File: src/rtl/pc_unit_pkg.sv
// Shared definitions for the program-counter stage: PC width, reset/step
// defaults and the run/stall state encoding.
package pc_unit_pkg;

   localparam int                PC_W         = 32;
   localparam logic [PC_W-1:0]   RESET_PC_DEF = 32'h0000_0000;
   localparam int                PC_STEP_DEF  = 4;

   typedef enum logic {
      ST_RUN   = 1'b0,
      ST_STALL = 1'b1
   } pc_state_t;

endpackage

File: src/rtl/pc_target_adder.sv
// Next-PC candidate generator: sequential PC + step and the branch/jump
// target formed from the sign-extended word offset scaled to bytes.
module pc_target_adder
   import pc_unit_pkg::*;
#(
   parameter int PC_STEP  = PC_STEP_DEF,
   parameter int OFFSET_W = 8
) (
   input  logic [PC_W-1:0]            pc,
   input  logic signed [OFFSET_W-1:0] offset,
   output logic [PC_W-1:0]            pc_plus4,
   output logic [PC_W-1:0]            target
);

   logic signed [PC_W-1:0] offset_ext;
   logic signed [PC_W-1:0] offset_bytes;

   // Sign-extend the word offset from its top bit to the full PC width.
   function automatic logic signed [PC_W-1:0] sext_offset(input logic signed [OFFSET_W-1:0] v);
      return {{(PC_W-OFFSET_W){v[OFFSET_W-1]}}, v};
   endfunction

   // Word offset to byte offset; both sums wrap silently modulo 2^32.
   always_comb begin
      offset_ext   = sext_offset(offset);
      offset_bytes = offset_ext <<< 2;
      pc_plus4     = pc + PC_W'(PC_STEP);
      target       = pc_plus4 + $unsigned(offset_bytes);
   end

endmodule

File: src/rtl/pc_unit.sv
// Program-counter stage: holds the PC, generates the next-PC candidates and
// the next-PC mux select, and stalls on memory busy-wait.
// Optional feature macro: PC_PERF_CNT_EN adds INSTR_COUNT / TAKEN_COUNT.
module pc_unit
   import pc_unit_pkg::*;
#(
   parameter logic [PC_W-1:0] RESET_PC = RESET_PC_DEF,
   parameter int              PC_STEP  = PC_STEP_DEF,
   parameter int              OFFSET_W = 8
) (
   input  logic                       CLK,
   input  logic                       RESET,
   input  logic                       BUSYWAIT,
   input  logic                       JUMP,
   input  logic                       BRANCH_EQ,
   input  logic                       BRANCH_NE,
   input  logic                       ZERO,
   input  logic signed [OFFSET_W-1:0] OFFSET,
   input  logic [PC_W-1:0]            NEXT_PC,
   output logic [PC_W-1:0]            PC,
   output logic [PC_W-1:0]            PC_PLUS4,
   output logic [PC_W-1:0]            TARGET,
   output logic                       PC_SEL,
   output logic                       STALLED
`ifdef PC_PERF_CNT_EN
   ,
   output logic [PC_W-1:0]            INSTR_COUNT,
   output logic [PC_W-1:0]            TAKEN_COUNT
`endif
);

   pc_state_t state_q;
   pc_state_t state_d;
   logic      pc_update;

   pc_target_adder #(
      .PC_STEP  (PC_STEP),
      .OFFSET_W (OFFSET_W)
   ) u_adder (
      .pc       (PC),
      .offset   (OFFSET),
      .pc_plus4 (PC_PLUS4),
      .target   (TARGET)
   );

   // JUMP or either satisfied branch picks the target; both branch enables
   // together always resolve to taken since ZERO satisfies one of them.
   assign PC_SEL    = JUMP | (BRANCH_EQ & ZERO) | (BRANCH_NE & ~ZERO);
   assign pc_update = ~BUSYWAIT;
   assign STALLED   = (state_q == ST_STALL);

   // Run/stall state register; reset forces RUN even during a stall.
   always_ff @(posedge CLK) begin
      if (RESET) state_q <= ST_RUN;
      else       state_q <= state_d;
   end

   // Next-state logic: BUSYWAIT sampled at an edge decides stall or run.
   always_comb begin
      state_d = state_q;
      case (state_q)
         ST_RUN:   if (BUSYWAIT)  state_d = ST_STALL;
         ST_STALL: if (!BUSYWAIT) state_d = ST_RUN;
         default:  state_d = ST_RUN;
      endcase
   end

   // PC register: loads the externally selected next PC on unstalled edges.
   always_ff @(posedge CLK) begin
      if (RESET)          PC <= RESET_PC;
      else if (pc_update) PC <= NEXT_PC;
   end

`ifdef PC_PERF_CNT_EN
   // Performance counters: retired updates and taken redirects, wrapping.
   always_ff @(posedge CLK) begin
      if (RESET) begin
         INSTR_COUNT <= '0;
         TAKEN_COUNT <= '0;
      end else if (pc_update) begin
         INSTR_COUNT <= INSTR_COUNT + 1'b1;
         if (PC_SEL) TAKEN_COUNT <= TAKEN_COUNT + 1'b1;
      end
   end
`endif

endmodule

File: config.mk
export PLATFORM = sky130hd
export DESIGN_NAME = pc_unit
export DESIGN_NICKNAME = d
export VERILOG_FILES = /design/src/rtl/pc_unit_pkg.sv /design/src/rtl/pc_target_adder.sv /design/src/rtl/pc_unit.sv
export SDC_FILE = /design/constraint.sdc
export NUM_CORES = 1
export LEC_CHECK = 0
export BUFFER_PORTS_ARGS = -buffer_cell sky130_fd_sc_hd__buf_2
export CAP_MARGIN = 15
export CORE_ASPECT_RATIO = 0.75
export CORE_UTILIZATION = 36
export CTS_CLUSTER_SIZE = 8
export DETAILED_ROUTE_END_ITERATION = 8
export GPL_TIMING_DRIVEN = 0
export HOLD_SLACK_MARGIN = 0.05
export PLACE_DENSITY_LB_ADDON = 0.15
export SYNTH_ARGS = -nofsm -noshare
export SYNTH_HDL_FRONTEND = slang
export SYNTH_HIERARCHICAL = 1
export SYNTH_SLANG_ARGS = --single-unit
File: constraint.sdc
create_clock -name CLK -period 8.9 [get_ports CLK]
set_clock_uncertainty 0.2 [all_clocks]
set_input_delay 1.78 -clock CLK [delete_from_list [all_inputs] [get_ports CLK]]
set_output_delay 1.78 -clock CLK [all_outputs]
set_load 0.05 [all_outputs]
==> key figures, run 1 <==
Outcome
  – Status: complete, but fails checks
  – Failing checks: design-rule violations

Worst hold path
  – Hold path endpoint: PC[1]
  – Hold Crit Start: PC[1]
  – Hold Path Class: register to register
  – Hold Path Depth: 2

Die
  – Ports: between 100 and 150
  – Rows: 29
  – Chip width: around 110 um
  – Die height: around 84 um
  – Core outline area: between 8000 and 9000 um2
  – Starting density of the core: 0.377
  – Full die area: 9390 um2

Critical path
  – WP data arrival: ~4.7 ns
  – CP Cell Sequence: buf_2, ha_1, clkbuf_1, a21oi_1, o221ai_1, a21oi_2, nor3_1, a311o_1, a221oi_2, xnor2_1, buf_2
  – Most frequent CP cell: buf_2
  – Critical R2R Launch: PC[22]
  – CP max stage cell: buf_2
  – CP top delay family: compound AO/OA/AOI/OAI gates
  – R2R setup slack: around 8.0 ns
  – Crit. End Element: output port
  – Worst r2r path cells: 2
  – R2r endpoint: PC[22]
  – CP Class: input pin to output port
  – Worst EP required: about 6.9 ns
  – Crit start category: input pin
  – WP buf/inv: 3
  – CP max FO: 25
  – Delay of the slowest critical-path stage: roughly 0.42 ns

Logic synthesis
  – Seq cells post-synth: 33
  – Warnings, synthesis: 6
  – Cell area after synthesis: 3240 um2
  – Post-synthesis cell count: 394
  – Top-count cell post-synth: nor2_1
  – Seq/Total Area, Yosys: 0.204
  – Mapped Nets: 475
  – Top FF cell, synth: dfxtp_1
  – Yosys top cell area share: 0.204
  – Ys async rst share: 0
  – Commonest cells post-synth: nor2_1 (43), xnor2_1 (41), dfxtp_1 (33), ha_1 (33), mux2i_1 (32)
  – Synth Area per Inst: around 8.2 um2
  – Number of distinct library cells after synthesis: 49
  – Largest area contributor in the netlist: dfxtp_1
  – Synth top area cells: dfxtp_1 (20%), ha_1 (13%), xnor2_1 (11%)
  – EDFF count, synth: 0

Timing
  – Final hold violations: 0
  – Minimum clock period after layout: roughly 6.6 ns
  – Final TNS setup: 0 ns
  – RSZ-0062 raised after global routing: false
  – Final setup violation count: 0
  – Worst-Margin Slew: 0.632 ns
  – Final period utilization: 0.745
  – Slew Limit Fails: 0
  – F_max: roughly 150 MHz
  – Max-slew headroom: 0.576
  – Hold WS: around 0.36 ns

Place
  – Buffers added on ports: ~140
  – GPL Wtd Cong: between 0.8 and 0.9
  – Dpl cells: approximately 640
  – HPWL after detailed placement: between 8000 and 9000 um
  – Placement Cell Area: 4090 um2

Flow run
  – Max Cap Viol: 0

Clock network
  – Clk_lat worst skew: between 0.2 and 0.3 ns
  – Post_cts resized: 0
  – H-tree lvl count: 2
  – Hold Buf Count CTS: 0
  – Clk pin slew, worst setup/hold paths: approximately 0.050 ns
  – Root buffer cell: clkbuf_16
  – CTS buffer count: 5
  – CTS tree: yes
  – Num Clock Sinks: 33
  – Max Buffers Root-to-Sink: 2
  – Postcts setup bufs: 0

Drt
  – Vias: 3346
  – Vias per cell: a little over 5
  – Routed wl met2: just under 4000 um
  – Final WL: 9380 um
  – Drt first pass iters: 6
  – # DRC: 7
  – Met3 WL post-DR: approximately 550 um
  – Top Layer Used: met4
  – 1st-iter DRT viols: 128
  – Wire per inst: roughly 14 um
  – Post-route ant nets: 0
  – Wl on met1: approximately 4800 um

Layout
  – Fin cells: between 600 and 700
  – Inserted Diodes: 0
  – Design Area, Final: ~4200 um2
  – Area growth from synthesis to layout: 31.0%
  – Share of cells above drive strength 1: 0.305
  – Final Net Count: about 620
  – Fill count: 870

Pwr
  – Power per cell area: ~170 nW/um2
  – Maximum vdd drop: 0.138 mV
  – Lkg Pwr: between 2 and 2.5 nW
  – Total chip power: 0.000712 W

Global route
  – First-pass GRT wire length: approximately 15000 um
  – Initial antenna violation count: 0
  – Tot GR Track Use: 0.196
  – Number of global-route vias before repair: 3066
  – Global route overflow: 0
  – Pin count of the biggest net entering global routing: 26
==> how the worst max path moves through the flow <==
stage          depth (start not counted)          to  slack, ns       from
2_1_floorplan                         15  TARGET[31]       1.92      PC[4]
3_3_place_gp                          11  TARGET[30]       2.31  OFFSET[7]
3_5_place_dp                          11  TARGET[30]       2.29  OFFSET[7]
4_1_cts                               11  TARGET[30]       2.28  OFFSET[7]
5_1_grt                               16  TARGET[30]       2.02      PC[4]
6_report                              11  TARGET[30]       2.27  OFFSET[7]
==> worst register-to-register path, stage by stage, from the launching register on <==
cell and delay, ns:
dfxtp_1 0.45, mux2i_1 0.12, nor2_1 0.08
==> cells by family (layout without fill, tap and decap cells) <==
| family | after synthesis | count (layout) | share of synthesized area |
|---|---|---|---|
| adder cells (fa/ha/maj) | 34 | 34 | 0.134 |
| multiplexers | 32 | 32 | 0.0988 |
| AO/OA/AOI/OAI | 76 | 76 | 0.151 |
| XOR/XNOR | 58 | 58 | 0.157 |
| flip-flops | 33 | 33 | 0.204 |
| buffers and inverters | 28 | 178 | 0.0552 |
| AND/OR/NAND/NOR | 133 | 133 | 0.201 |
==> sequential cells by signal (all words and copies together), names as in the netlist <==
register,flops
PC,32
STALLED,1
==> metal layers <==
metal  global-route usage  up-vias
met1                0.280     1518
met5                    0        -
met3               0.0397        9
met2                0.301      102
li1                     -     1717
met4               0.0504        0
==> layout make-up <==
type,instances,area [um2],area share
clock inverter,1,5.00,0.00118
clock buffer,7,153,0.0360
sequential,33,661,0.156
tap,108,135,0.0318
buffer,22,156,0.0368
inverter,6,22.5,0.00531
timing repair buffer,142,711,0.167
multi-input combinational,333,2400,0.566
==> placed cells by master (no fill, tap or decap), types with 3 or more instances in the layout <==
cell,count
a21o_1,5
a21oi_1,30
and2_1,5
and3_1,6
and4_1,4
buf_12,3
buf_2,143
buf_4,4
clkbuf_1,12
clkbuf_16,5
dfxtp_1,33
ha_1,33
inv_1,6
mux2i_1,32
nand2_1,25
nand3_1,18
nand4_1,18
nor2_1,43
nor2b_1,5
o21ai_0,14
o21bai_1,4
xnor2_1,41
xor2_1,17
==> per-stage QoR <==
step / worst slack, ns / util
6_report: 2.27 / 0.494
5_1_grt: 2.02 / 0.494
4_1_cts: 2.28 / 0.494
3_5_place_dp: 2.29 / 0.475
3_3_place_gp: 2.31 / 0.475
2_1_floorplan: 1.92 / -
==> power breakdown <==
| part | switching, W | internal (W) | leakage, nW |
|---|---|---|---|
| Sequential | 0.0000127 | 0.000157 | 0.273 |
| Combinational | 0.000266 | 0.0000991 | 1.79 |
| Clock | 0.0000592 | 0.000118 | 0.0799 |
(Power assumes the default switching activity.)
==> inputs of run 2 (changes only) <==
--- a/config.mk
+++ b/config.mk
@@ -5,6 +5,7 @@
 export SDC_FILE = /design/constraint.sdc
 export NUM_CORES = 1
 export LEC_CHECK = 0
+export ABC_AREA = 1
 export BUFFER_PORTS_ARGS = -buffer_cell sky130_fd_sc_hd__buf_2
 export CAP_MARGIN = 15
 export CORE_ASPECT_RATIO = 0.75
==> constraint.sdc (replaced) <==
create_clock -name CLK -period 5.4 [get_ports CLK]
set_clock_uncertainty 0.2 [all_clocks]
set_input_delay 1.08 -clock CLK [delete_from_list [all_inputs] [get_ports CLK]]
set_output_delay 1.08 -clock CLK [all_outputs]
set_load 0.05 [all_outputs]
==> run 2 against run 1 <==
  * The run now ends clean
  * Cell count grew 66%
  * Wire length grew 41%
  * Flip-flop and latch count is the same
  * First-iteration DRC count grew 91%
  * Largest power group unchanged
==> key figures, run 2 <==
Outcome
  – Status: finished, final reports clean

Timing
  – F_max: about 210 MHz
  – Minimum clock period after layout: approximately 4.8 ns
  – Final TNS setup: 0 ns
  – Final period utilization: 0.892
  – RSZ-0062 raised after global routing: false
  – Max-slew headroom: 0.621
  – Final setup violation count: 0
  – Final worst slack: just under 0.6 ns
  – Final hold violations: 0
  – Slew Limit Fails: 0
  – Worst-Margin Slew: ~0.57 ns

Global route
  – Tot GR Track Use: 0.224
  – Met3 usage in global routing: 0.0361
  – Global route overflow: 0
  – Layer with the highest usage: met2
  – GR Util met1: 0.331
  – Initial antenna violation count: 0
  – Met2 Use GR: 0.349
  – Pin count of the biggest net entering global routing: 28
  – Number of global-route vias before repair: about 4400
  – First-pass GRT wire length: between 20000 and 25000 um

Clock network
  – CTS tree: yes
  – Postcts setup bufs: 0
  – Clk_lat worst skew: about 0.27 ns
  – Max Buffers Root-to-Sink: 2
  – Post_cts resized: 0
  – Hold Buf Count CTS: 0
  – H-tree lvl count: 2
  – Clk pin slew, worst setup/hold paths: ~0.05 ns
  – Num Clock Sinks: 33
  – CTS buffer count: 5
  – Root buffer cell: clkbuf_16

Logic synthesis
  – Seq cells post-synth: 33
  – Ys async rst share: 0
  – Synth top area cells: nand2_1 (24%), dfxtp_1 (15%), nor2_1 (12%)
  – Number of distinct library cells after synthesis: 36
  – Seq/Total Area, Yosys: 0.155
  – Commonest cells post-synth: nand2_1 (277), nor2_1 (131), inv_1 (129)
  – Yosys top cell area share: 0.244
  – Post-synthesis cell count: between 700 and 800
  – Top-count cell post-synth: nand2_1
  – Cell area after synthesis: 4270 um2
  – Largest area contributor in the netlist: nand2_1
  – Mapped Nets: about 850
  – EDFF count, synth: 0
  – Top FF cell, synth: dfxtp_1
  – Synth Area per Inst: between 5 and 6 um2
  – Warnings, synthesis: 6

Layout
  – Fill count: between 1000 and 1500
  – Inserted Diodes: 0
  – Commonest non-fill, non-tap cells in the layout: nand2_1 (277), buf_2 (147), nor2_1 (131)
  – Final Net Count: between 1000 and 1500
  – Commonest non-fill, non-tap cell in the layout: nand2_1
  – Multi-input logic area: 3010 um2
  – Core Util, Final: 0.460
  – Reg with most FFs: PC
  – Share of cells above drive strength 1: 0.197
  – Design Area, Final: 5330 um2
  – Area growth from synthesis to layout: 24.8%
  – Largest register FFs: 32
  – FF+latch area: between 600 and 700 um2
  – Fin cells: about 1100

Drt
  – Wire per inst: 12.2 um
  – # DRC: 0
  – Vias: just under 5000
  – Post-route ant nets: 0
  – Final WL: ~13000 um
  – Drt first pass iters: 4
  – Vias per cell: approximately 4.5
  – 1st-iter DRT viols: approximately 250

Worst hold path
  – Hold path endpoint: PC[1]
  – Hold Crit Start: PC[1]
  – Hold Path Class: register to register
  – Hold Path Depth: 4

Critical path
  – Worst EP required: slightly above 4 ns
  – CP Cell Sequence: ha_1, nand2_1, nor2_2, nand3b_2, nor3_2, nand2_1, xor2_1, inv_1, ha_1, nand2_1, nor3_1, nand2_1, nor2_1, nand2_1, nand2_1, nand2_1, nand2_1, buf_2
  – WP data arrival: roughly 3.5 ns
  – Worst r2r path cells: 4
  – Delay of the slowest critical-path stage: between 0.4 and 0.5 ns
  – Critical R2R Launch: PC[2]
  – Crit. End Element: output port
  – CP Class: register to output port
  – CP max stage cell: dfxtp_1
  – R2r endpoint: PC[2]
  – Crit start category: register
  – Most frequent CP cell: nand2_1
  – CP max FO: 6
  – R2R setup slack: between 4 and 5 ns

Place
  – Dpl cells: around 1100
  – Buffers added on ports: 143
  – Placement Cell Area: just over 5000 um2
  – Place WS: a little under 0.9 ns
  – HPWL after detailed placement: 11300 um
  – GPL Wtd Cong: 0.849

Die
  – Starting density of the core: 0.369
  – Die height: just under 100 um
  – Ports: ~150
  – Rows: 34
  – Chip width: ~130 um
  – Full die area: between 10000 and 15000 um2
  – Core outline area: 11600 um2

Pwr
  – Seq pwr share: 0.223
  – Sw Ratio: 0.525
  – Clock power frac: 0.208
  – Maximum vdd drop: approximately 0.12 mV
  – Lkg Pwr: 3.26 nW
  – Power per cell area: around 240 nW/um2
  – Internal Power: roughly 0.00061 W
  – Combinational Power Share: 0.569
  – Psw: roughly 0.00068 W

Flow run
  – Max Cap Viol: 0
## run 2: changes by cell type in the layout (fill, tap and decap cells not counted), sizes merged, moves of 24 or more
cell	delta
nor2	+91
mux2i	-32
inv	+124
nand3	+24
nand2	+257
xnor2	-31
## run 2: layer usage
layer | wire, um | vias up
met5 | 0 | -
met4 | 65 | 0
met3 | 767 | 7
met2 | 5170 | 144
met1 | 7190 | 2109
li1 | - | 2643
## run 2: cells by family after synthesis
group / count (synthesis) / synth area share
AOI/OAI and AO/OA: 35 / 0.0451
DFF: 33 / 0.155
buffers and inverters: 144 / 0.140
and+or+nand+nor: 482 / 0.470
adders and majority gates: 34 / 0.101
xor gates and xnor gates: 43 / 0.0882
## run 2: final cells by class
type / instances / area share
multi-input combinational: 594 / 0.565
timing repair buffer: 143 / 0.134
sequential: 33 / 0.124
inverter: 130 / 0.0916
tap: 162 / 0.0381
clock buffer: 6 / 0.0242
buffer: 14 / 0.0207
clock inverter: 2 / 0.00188
## run 2: stage by stage
stage          power (W)  hold WS (ns)
3_3_place_gp     0.00103         0.333
5_1_grt          0.00138         0.379
2_1_floorplan   0.000856         0.542
6_report         0.00129         0.336
3_5_place_dp     0.00103         0.327
4_1_cts          0.00130         0.336
## run 2: worst max path at each step
stage	start	endpoint	slack, ns	depth (start not counted)
global route	PC[2]	TARGET[27]	0.13	18
detailed placement	PC[2]	TARGET[31]	0.88	18
CTS	PC[2]	TARGET[31]	0.56	18
floorplan	PC[2]	TARGET[20]	0.16	14
finish	PC[2]	TARGET[30]	0.58	18
global placement	PC[2]	TARGET[31]	0.89	18
## run 2: critical path: cells and delay by family, from the launching register on
kind,cells,cell delay (ns)
flip-flops,1,0.48
adder cells (fa/ha/maj),2,0.62
XOR/XNOR,1,0.14
AND/OR/NAND/NOR,13,1.70
buffers and inverters,2,0.34
## run 2: power groups by stage
| stage | Sequential (W) | Combinational, W | Clock (W) |
|---|---|---|---|
| 2_1_floorplan | 0.000346 | 0.000509 | 0 |
| 3_3_place_gp | 0.000295 | 0.000735 | 0 |
| 3_5_place_dp | 0.000295 | 0.000736 | 0 |
| 4_1_cts | 0.000290 | 0.000738 | 0.000276 |
| 5_1_grt | 0.000292 | 0.000802 | 0.000290 |
| 6_report | 0.000289 | 0.000736 | 0.000269 |
